File: src/rtl/lc3_mem_pkg.sv
`default_nettype none
// ============================================================================
//  Module      : lc3_mem_pkg
//  Description : Shared encodings for the LC-3 data-memory sequencer:
//                execute-op codes and the sequencer state type.
//  Revision    : 1.0  initial release
// ============================================================================
package lc3_mem_pkg;

    // Execute-unit operation codes. Bit 1 marks the indirect (two-pass)
    // forms, bit 0 marks stores.
    localparam logic [1:0] OP_LD  = 2'b00;
    localparam logic [1:0] OP_ST  = 2'b01;
    localparam logic [1:0] OP_LDI = 2'b10;
    localparam logic [1:0] OP_STI = 2'b11;

    // Requester indices used by the arbiter request/grant vectors.
    localparam int C_REQ_EX = 0;
    localparam int C_REQ_IF = 1;

    // Sequencer states with a fixed 3-bit encoding.
    typedef enum logic [2:0] {
        ST_IDLE = 3'd0,
        ST_LOAD = 3'd1,
        ST_ACC  = 3'd2,
        ST_RD   = 3'd3,
        ST_DONE = 3'd4
    } state_t;

endpackage : lc3_mem_pkg
`default_nettype wire

File: src/rtl/rr_arbiter2.sv
`default_nettype none
// ============================================================================
//  Module      : rr_arbiter2
//  Description : Two-way round-robin arbiter. Grants are combinational and
//                only issued while i_gnt_en is high; the last-grant pointer
//                advances on every issued grant. After reset requester 0
//                has priority.
//  Revision    : 1.0  initial release
// ============================================================================
module rr_arbiter2 (
    input  logic       CLK,
    input  logic       RST,
    input  logic [1:0] i_req,
    input  logic       i_gnt_en,
    output logic [1:0] o_gnt
);

    // Index of the requester granted most recently.
    logic r_last;

    // Grant decode: a lone requester always wins; on contention the one
    // not granted last wins.
    always_comb begin
        o_gnt = 2'b00;
        if (i_gnt_en) begin
            if (i_req == 2'b11) begin
                o_gnt = r_last ? 2'b01 : 2'b10;
            end else begin
                o_gnt = i_req;
            end
        end
    end

    // Pointer update; reset value 1 makes requester 0 the first winner.
    always_ff @(posedge CLK) begin
        if (RST) begin
            r_last <= 1'b1;
        end else if (|o_gnt) begin
            r_last <= o_gnt[1];
        end
    end

endmodule : rr_arbiter2
`default_nettype wire

File: src/rtl/lc3_mem_ctrl.sv
`default_nettype none
// ============================================================================
//  Module      : lc3_mem_ctrl
//  Description : Sequencer/arbiter for the LC-3 data-memory path. Shares the
//                MAR + synchronous DRAM between the fetch and execute units,
//                drives MAR_LE / MAR_CONTROL / WE / Y_OUT, and performs the
//                two-pass indirect accesses (LDI/STI) by reloading MAR from
//                the DRAM output.
//  Revision    : 1.0  initial release
// ============================================================================
module lc3_mem_ctrl
    import lc3_mem_pkg::*;
#(
    parameter int DATA_W = 16
) (
    input  logic              CLK,
    input  logic              RST,
    input  logic              IF_REQ,
    input  logic [DATA_W-1:0] IF_ADDR,
    output logic              IF_ACK,
    input  logic              EX_REQ,
    input  logic [1:0]        EX_OP,
    input  logic [DATA_W-1:0] EX_ADDR,
    input  logic [DATA_W-1:0] EX_WDATA,
    output logic              EX_ACK,
    output logic [DATA_W-1:0] RDATA,
    input  logic [DATA_W-1:0] MEM_Q,
    output logic              MAR_LE,
    output logic              MAR_CONTROL,
    output logic [DATA_W-1:0] Y_OUT,
    output logic [DATA_W-1:0] WR_DATA,
    output logic              WE,
    output logic              BUSY
);

    state_t            r_state;
    state_t            w_state_nxt;
    logic              r_ind;       // first (pointer) pass of LDI/STI pending
    logic              w_ind_nxt;
    logic [1:0]        r_op;        // latched operation (fetch is always LD)
    logic              r_src_if;    // granted requester: 1 = fetch, 0 = execute
    logic [DATA_W-1:0] r_addr;
    logic [DATA_W-1:0] r_wdata;
    logic [DATA_W-1:0] r_rdata;
    logic [1:0]        w_gnt;
    logic              w_gnt_en;
    logic              w_gnt_if;
    logic              w_granted;

    // Requests are only arbitrated while the sequencer is idle.
    assign w_gnt_en  = (r_state == ST_IDLE);
    assign w_gnt_if  = w_gnt[C_REQ_IF];
    assign w_granted = |w_gnt;

    rr_arbiter2 u_arb (
        .CLK      (CLK),
        .RST      (RST),
        .i_req    ({IF_REQ, EX_REQ}),
        .i_gnt_en (w_gnt_en),
        .o_gnt    (w_gnt)
    );

    // State and indirect-phase registers.
    always_ff @(posedge CLK) begin
        if (RST) begin
            r_state <= ST_IDLE;
            r_ind   <= 1'b0;
        end else begin
            r_state <= w_state_nxt;
            r_ind   <= w_ind_nxt;
        end
    end

    // Capture the granted requester's fields; they stay put until the next
    // grant so a requester dropping REQ mid-access does not disturb it.
    always_ff @(posedge CLK) begin
        if (RST) begin
            r_src_if <= 1'b0;
            r_op     <= OP_LD;
            r_addr   <= '0;
            r_wdata  <= '0;
        end else if (w_granted) begin
            r_src_if <= w_gnt_if;
            r_op     <= w_gnt_if ? OP_LD : EX_OP;
            r_addr   <= w_gnt_if ? IF_ADDR : EX_ADDR;
            r_wdata  <= w_gnt_if ? '0 : EX_WDATA;
        end
    end

    // Read result register: loads at the end of the final RD of a read op.
    always_ff @(posedge CLK) begin
        if (RST) begin
            r_rdata <= '0;
        end else if ((r_state == ST_RD) && !r_ind && !r_op[0]) begin
            r_rdata <= MEM_Q;
        end
    end

    // Next-state and per-state control decode.
    always_comb begin
        w_state_nxt = r_state;
        w_ind_nxt   = r_ind;
        MAR_LE      = 1'b0;
        MAR_CONTROL = 1'b0;
        WE          = 1'b0;
        IF_ACK      = 1'b0;
        EX_ACK      = 1'b0;
        case (r_state)
            ST_IDLE: begin
                if (w_granted) begin
                    w_ind_nxt   = w_gnt_if ? 1'b0 : EX_OP[1];
                    w_state_nxt = ST_LOAD;
                end
            end
            ST_LOAD: begin
                MAR_LE      = 1'b1;
                w_state_nxt = ST_ACC;
            end
            ST_ACC: begin
                // STI writes only on its second pass, to the pointer address.
                WE          = (r_op == OP_ST) || ((r_op == OP_STI) && !r_ind);
                w_state_nxt = ST_RD;
            end
            ST_RD: begin
                if (r_ind) begin
                    MAR_LE      = 1'b1;
                    MAR_CONTROL = 1'b1;
                    w_ind_nxt   = 1'b0;
                    w_state_nxt = ST_ACC;
                end else begin
                    w_state_nxt = ST_DONE;
                end
            end
            ST_DONE: begin
                IF_ACK      = r_src_if;
                EX_ACK      = !r_src_if;
                w_state_nxt = ST_IDLE;
            end
            default: begin
                w_state_nxt = ST_IDLE;
            end
        endcase
    end

    assign BUSY    = (r_state != ST_IDLE);
    assign Y_OUT   = (r_state == ST_IDLE) ? '0 : r_addr;
    assign WR_DATA = (r_state == ST_IDLE) ? '0 : r_wdata;
    assign RDATA   = r_rdata;

endmodule : lc3_mem_ctrl
`default_nettype wire

File: config.mk
export PLATFORM = sky130hd
export DESIGN_NAME = lc3_mem_ctrl
export DESIGN_NICKNAME = d
export VERILOG_FILES = /design/src/rtl/lc3_mem_pkg.sv /design/src/rtl/rr_arbiter2.sv /design/src/rtl/lc3_mem_ctrl.sv
export SDC_FILE = /design/constraint.sdc
export NUM_CORES = 1
export LEC_CHECK = 0
export CAP_MARGIN = 15
export CORE_UTILIZATION = 44
export CTS_CLUSTER_SIZE = 16
export DETAILED_ROUTE_END_ITERATION = 12
export HOLD_SLACK_MARGIN = 0.02
export PLACE_DENSITY = 0.86
export SLEW_MARGIN = 5
export SYNTH_ARGS = -nofsm -noshare
export SYNTH_HDL_FRONTEND = slang
export SYNTH_HIERARCHICAL = 1
export SYNTH_SLANG_ARGS = --single-unit
export TNS_END_PERCENT = 20
File: constraint.sdc
create_clock -name CLK -period 5.7 [get_ports CLK]
set_input_delay 1.14 -clock CLK [delete_from_list [all_inputs] [get_ports CLK]]
set_output_delay 1.14 -clock CLK [all_outputs]
set_load 0.02 [all_outputs]
==> run summary <==
Outcome: complete, no violations
WP data arrival: 2510 ps
Synth Net Count: 351
Global route overflow: 0
Top FF cell, synth: dfxtp_1
Max cap viols: 0
Peak Freq: 274 MHz
Post-synth EDFFs: 0
Reg2Reg Setup Slack: 2470 ps
Die area: 6070 um2
Vias/cell: 5.03
Area delta synth->final: 53.0%
Fin. max-slew vios: 0
Gp weighted congestion: 0.746
R2r startpoint: r_state[2]
CTS root buf: clkbuf_8
Cts hold-fix bufs: 0
Register area: 1120 um2
Reg2reg end: r_addr[7]
Most frequent cell after synthesis: dfxtp_1
Ant diodes: 0
Clock transition at the registers of the reported paths: 90 ps
Area of the mapped netlist: 2530 um2
HP Class: reg2reg
RSZ-0062 raised after global routing: false
Std cell rows: 27
Power Total: 1.13 mW
Post-layout instance count excluding filler cells: 462
Fillers: 453
CP max FO: 35
Finish-stage setup viols: 0
# H-tree levels: 2
Worst Skew: 5.69 ps
Placed Cells: 455
Vias: 2326
DP Wirelength: 4.42 mm
Crit. End Element: output port
Antenna Violating Nets Remaining: 0
Worst Path Required: 4560 ps
CTS tree: done
Crit path to: Y_OUT[1]
Largest area contributor in the netlist: dfxtp_1
Crit Path Class: reg2out
GRT Total Usage: 0.207
Critical path startpoint category: flip-flop
CTS buffer count: 5
Post-synthesis sequential area ratio: 0.442
Placed inst area: 3780 um2
Multi-input gate area: 1300 um2
Syn Inst Count: 281
Fin crit share: 0.641
Final WL: 6.16 mm
Top post-synthesis cells by count: dfxtp_1 (56), nor2_1 (40), mux2i_1 (34)
Top post-synthesis cells by area: dfxtp_1 (44%), mux2i_1 (13%), and2_1 (7.9%)
Sink Count: 56
Leak: 1.45 nW
Area fraction of the dominant cell type after synthesis: 0.442
Maximum vdd drop: 171 uV
Largest net degree at the start of global routing: 41
Final Hold Fails: 0
Post-synth cell types: 28
Slew HR: 0.330
Initial DRC Count: 138
Minimum clock period: 3650 ps
Reg2reg path depth: 8
Die Wd: 77.9 um
Power per cell area: 292 nW/um2
CP startpoint: r_state[2]
Worst-Skew Late Latency: 300 ps
Drt pass-1 iters: 4
Worst slew pin tran: 1000 ps
Layout cells sized above 1: 0.0795
Final net count: 460
Average wire per cell in the routed design: 13.3 um
CORE AREA: 5540 um2
Port Buf Inserts: 123
Die height: 77.9 um
Synth Area per Inst: 9.02 um2
CTS-repair resized insts: 0
Initial Util: 0.458
YS warnings: 6
#FFs+latches synth: 56
DRC viols: 0
Async set-or-reset flop fraction in the synthesized netlist: 0
First-pass GRT wire length: 10.1 mm
Setup_tns: 0 ps
Vias in the first global route: 2275
Antenna violations before repair: 0
Post-CTS setup buffer count: 0
Clock buffer depth: 2
Io pins: 124
Finished Cell Area: 3880 um2
kinds of logic (layout without fill, tap and decap cells):
logic type             after synthesis  count (layout)  share of synthesized area
buffers and inverters               27             136                     0.0503
AND/OR/NAND/NOR                    109             109                      0.221
multiplexers                        50              50                      0.205
flip-flops                          56              56                      0.442
AO/OA/AOI/OAI                       39              39                     0.0814
layout make-up:
cell class                      instances  share of cell area
Multi-Input combinational cell        198               0.335
Sequential cell                        56               0.289
Clock buffer                            7              0.0248
Tap cell                               72              0.0232
Timing Repair Buffer                  126               0.323
Inverter                                3             0.00419
worst max-delay path: stages, from the launching register on:
cell,delay (ps)
dfxtp_1,520
or3_1,830
and2_1,240
clkdlybuf4s50_1,620
where the power goes:
group,leakage (nW),switching (mW),internal (mW)
Sequential,0.457,0.0292,0.441
Clock,0.0503,0.120,0.109
Combinational,0.941,0.218,0.215
Total,1.45,0.368,0.765
registers in the layout, summed over array words and instances, names as in the netlist:
name          flops
RDATA            16
r_addr           16
r_ind             1
r_op              2
r_src_if          1
r_state           3
r_wdata          16
u_arb/r_last      1
how the worst min path moves through the flow:
stage	startpoint	end	slack, ps	cells after the start
after floorplan	r_wdata[0]	r_wdata[0]	450	2
after global placement	RDATA[3]	RDATA[3]	460	2
after detailed placement	RDATA[3]	RDATA[3]	470	2
after CTS	RDATA[3]	RDATA[3]	480	2
after global routing	RDATA[3]	RDATA[3]	500	2
final	RDATA[3]	RDATA[3]	480	2
cell usage in the layout, fill, tap and decap left out, types with 2 or more instances in the layout:
master           count
o21ai_0             16
nor2_1              40
nor4_1               3
dfxtp_1             56
clkbuf_8             7
mux2_2              16
nand3_1             16
a21oi_1             18
inv_1                2
clkdlybuf4s50_1    123
nand2_1              6
and2_1              32
mux2i_1             34
or2_2                2
nor3b_1              2
buf_4                3
per-stage QoR:
stage	hold slack (ps)	setup slack, ps	util
3_5_place_dp	467	2180	0.683
5_1_grt	504	1810	0.700
3_3_place_gp	460	2250	0.683
4_1_cts	480	2020	0.700
6_report	479	2050	0.700
2_1_floorplan	452	3130	-
routing by layer:
layer	track usage	up-vias	part of all wire
met1	0.249	1077	0.43
met4	0.0519	0	0.011
met2	0.363	73	0.50
met3	0.0588	6	0.063
met5	0	-	0
li1	-	1170	-
Power figures use the tool's default switching activity.
==> patch (same settings) <==
Re-encode `state_t` (5 states) as one-hot, 5 bits wide.
--- a/src/rtl/lc3_mem_pkg.sv
+++ b/src/rtl/lc3_mem_pkg.sv
@@ -20,10 +20,10 @@
 
     // Sequencer states with a fixed 3-bit encoding.
-    typedef enum logic [2:0] {
-        ST_IDLE = 3'd0,
-        ST_LOAD = 3'd1,
-        ST_ACC  = 3'd2,
-        ST_RD   = 3'd3,
-        ST_DONE = 3'd4
+    typedef enum logic [4:0] {
+        ST_IDLE = 5'b00001,
+        ST_LOAD = 5'b00010,
+        ST_ACC  = 5'b00100,
+        ST_RD   = 5'b01000,
+        ST_DONE = 5'b10000
     } state_t;
 
Formal check against the unedited RTL: no difference found for any inputs over 10 cycles, from zero or initial values and one cycle with RST high; not proved beyond that.
==> patch against the original RTL <==
Area after synthesis increased by 11%. Die area increased by 11%. Largest power group is now the clock network. Global-route usage increased by 0.52 points. Hold slack got worse by 5.1 ps. Final cell count increased by 5.6%. Power increased by 33%. Wire length increased by 13%. Setup slack got worse by 150 ps. Critical endpoint is now Y_OUT[2]. Cell area increased by 12%. Sequential cell count increased by 2. Utilization increased by 1.4 points. Synthesized cell count increased by 4.3%. Highest routed layer unchanged.
==> patch: results (changes against the original RTL) <==
Status
  • Status: finished, final reports clean

Setup path
  • End of the critical path: Y_OUT[2]
  • Reg2reg end: r_addr[4]
  • Worst reg-to-reg path cell count: 9 (+1)
  • Slack of the worst reg-to-reg path: 2250 ps (-220 ps)
  • Worst Setup SP: r_state[3]
  • Arrival time of the worst setup path: 2670 ps (+160 ps)
  • R2r startpoint: r_state[2]
  • Biggest cell delay along the critical path: 720 ps (-110 ps)
  • CP max-delay cell: sky130_fd_sc_hd__nand2_1
  • Total buffers and inverters traversed by the critical path: 1 (unchanged)

Yosys
  • Most area-consuming cells after synthesis: sky130_fd_sc_hd__dfxtp_1, sky130_fd_sc_hd__mux2i_1, sky130_fd_sc_hd__nand2b_1
  • Synthesized net count: 363 (+3.4%)
  • Unique masters post-synth: 35 (+25%)
  • Share of synthesized area occupied by flip-flops and latches: 41.1% (-3.1 points)
  • Top cell types by occurrence after synthesis: sky130_fd_sc_hd__dfxtp_1, sky130_fd_sc_hd__mux2i_1, sky130_fd_sc_hd__nor2_1

Clock tree
  • Worst skew pair latency: 330 ps (+30 ps)
  • Clock-pin transition on the worst setup and hold timing paths: 60 ps (-30 ps)
  • CTS buffer count: 9 (+4)
  • Clock H-tree levels: 3 (+1)
  • Cell at the root of the clock tree: sky130_fd_sc_hd__clkbuf_8
  • Maximum buffer depth of the clock tree: 2 (unchanged)

STA
  • Max Clock Freq: 0.263 GHz (-4.0%)
  • Slew HR: 34.0% (+1.0 points)
  • Final hold slack: 474 ps (-5.15 ps)
  • Final clock skew: 5.75 ps (+0.0663 ps)

Place
  • Placer congestion estimate: 0.762 (+2.1%)
  • DP Wirelength: 4.95 mm (+12%)
  • Placed cell areas: 0.00404 mm² (+6.8%)
  • Worst slack, placed: 2120 ps (-67.1 ps)

Global route
  • Initial antenna violation count: 0 (unchanged)
  • Wire length of the first global-routing pass: 10.7 mm (+5.6%)
  • Number of global-route vias before repair: 2300 (+1.1%)
  • Pin count of the biggest net entering global routing: 60 (+46%)
  • Gr usage total: 21.2% (+0.52 points)

Min path
  • HP Start: RDATA[2]
  • Worst min-delay path endpoint: RDATA[2]

Route
  • Total length of routed wires: 6.94 mm (+13%)
  • Number of DRC violations after detailed-routing iteration 0: 96 (-30%)
  • Detailed-routed wire length on met3: 364 µm (-6.4%)
  • Routed vias/inst: 4.87 (-3.2%)
  • Routed length on met2: 3.61 mm (+18%)
  • DRC violations left: 0 (unchanged)
  • Sum of routed wire segments on met1: 2.87 mm (+8.7%)

Final layout
  • Fraction of final layout cells sized beyond drive strength 1: 6.78% (-1.2 points)
  • Layout net count: 478 (+3.9%)
  • Number of fill cells in the layout: 481 (+6.2%)

Pwr
  • Leakage component of the power: 1.64 nW (+13%)
  • Worst IR Drop VDD: 0.000202 V (+19%)
## patch: cell types whose count changed after synthesis, moves of 14 or more
cell / change
sky130_fd_sc_hd__mux2i_1: +16
sky130_fd_sc_hd__a21oi_1: -16
sky130_fd_sc_hd__nand3_1: -14
sky130_fd_sc_hd__o21ai_0: -16
sky130_fd_sc_hd__nand2b_1: +34
sky130_fd_sc_hd__mux2_1: +16
sky130_fd_sc_hd__mux2_2: -16
## patch: final cells by class
class                           instances  area (µm²)  share of cell area, %
Multi-Input combinational cell        209        1530                   35.3
Sequential cell                        58        1160                   26.8
Clock inverter                          4         120                   2.78
Clock buffer                           12         165                   3.82
Inverter                                5        18.8                  0.434
Timing Repair Buffer                  125        1240                   28.7
Tap cell                               75        93.8                   2.17
## patch: through the flow
stage,utilization [%],std cells,total power [mW]
after floorplan,-,293,0.819
after global placement,66.7,472,0.972
after detailed placement,66.7,472,0.986
after CTS,71.4,488,1.52
after global routing,71.4,488,1.58
final,71.4,488,1.50
## patch: routing by layer
layer  up-vias  GRT usage [%]
met2        68           37.0
li1       1203              -
met5         -              0
met1      1099           23.8
met3         8           7.47
met4         0           7.54
## patch: cells by family after synthesis
kind of cell / share of synthesized area (%)
AO/OA/AOI/OAI: 2.75
buffers and inverters: 5.45
flip-flops: 41.1
multiplexers: 24.1
AND/OR/NAND/NOR: 26.6
## patch: power breakdown
part / leakage [nW] / switching [mW] / total [mW] / internal [mW]
Sequential: 0.473 / 0.0347 / 0.495 / 0.461
Clock: 0.143 / 0.160 / 0.531 / 0.371
Combinational: 1.03 / 0.240 / 0.478 / 0.238
Total: 1.64 / 0.435 / 1.50 / 1.07
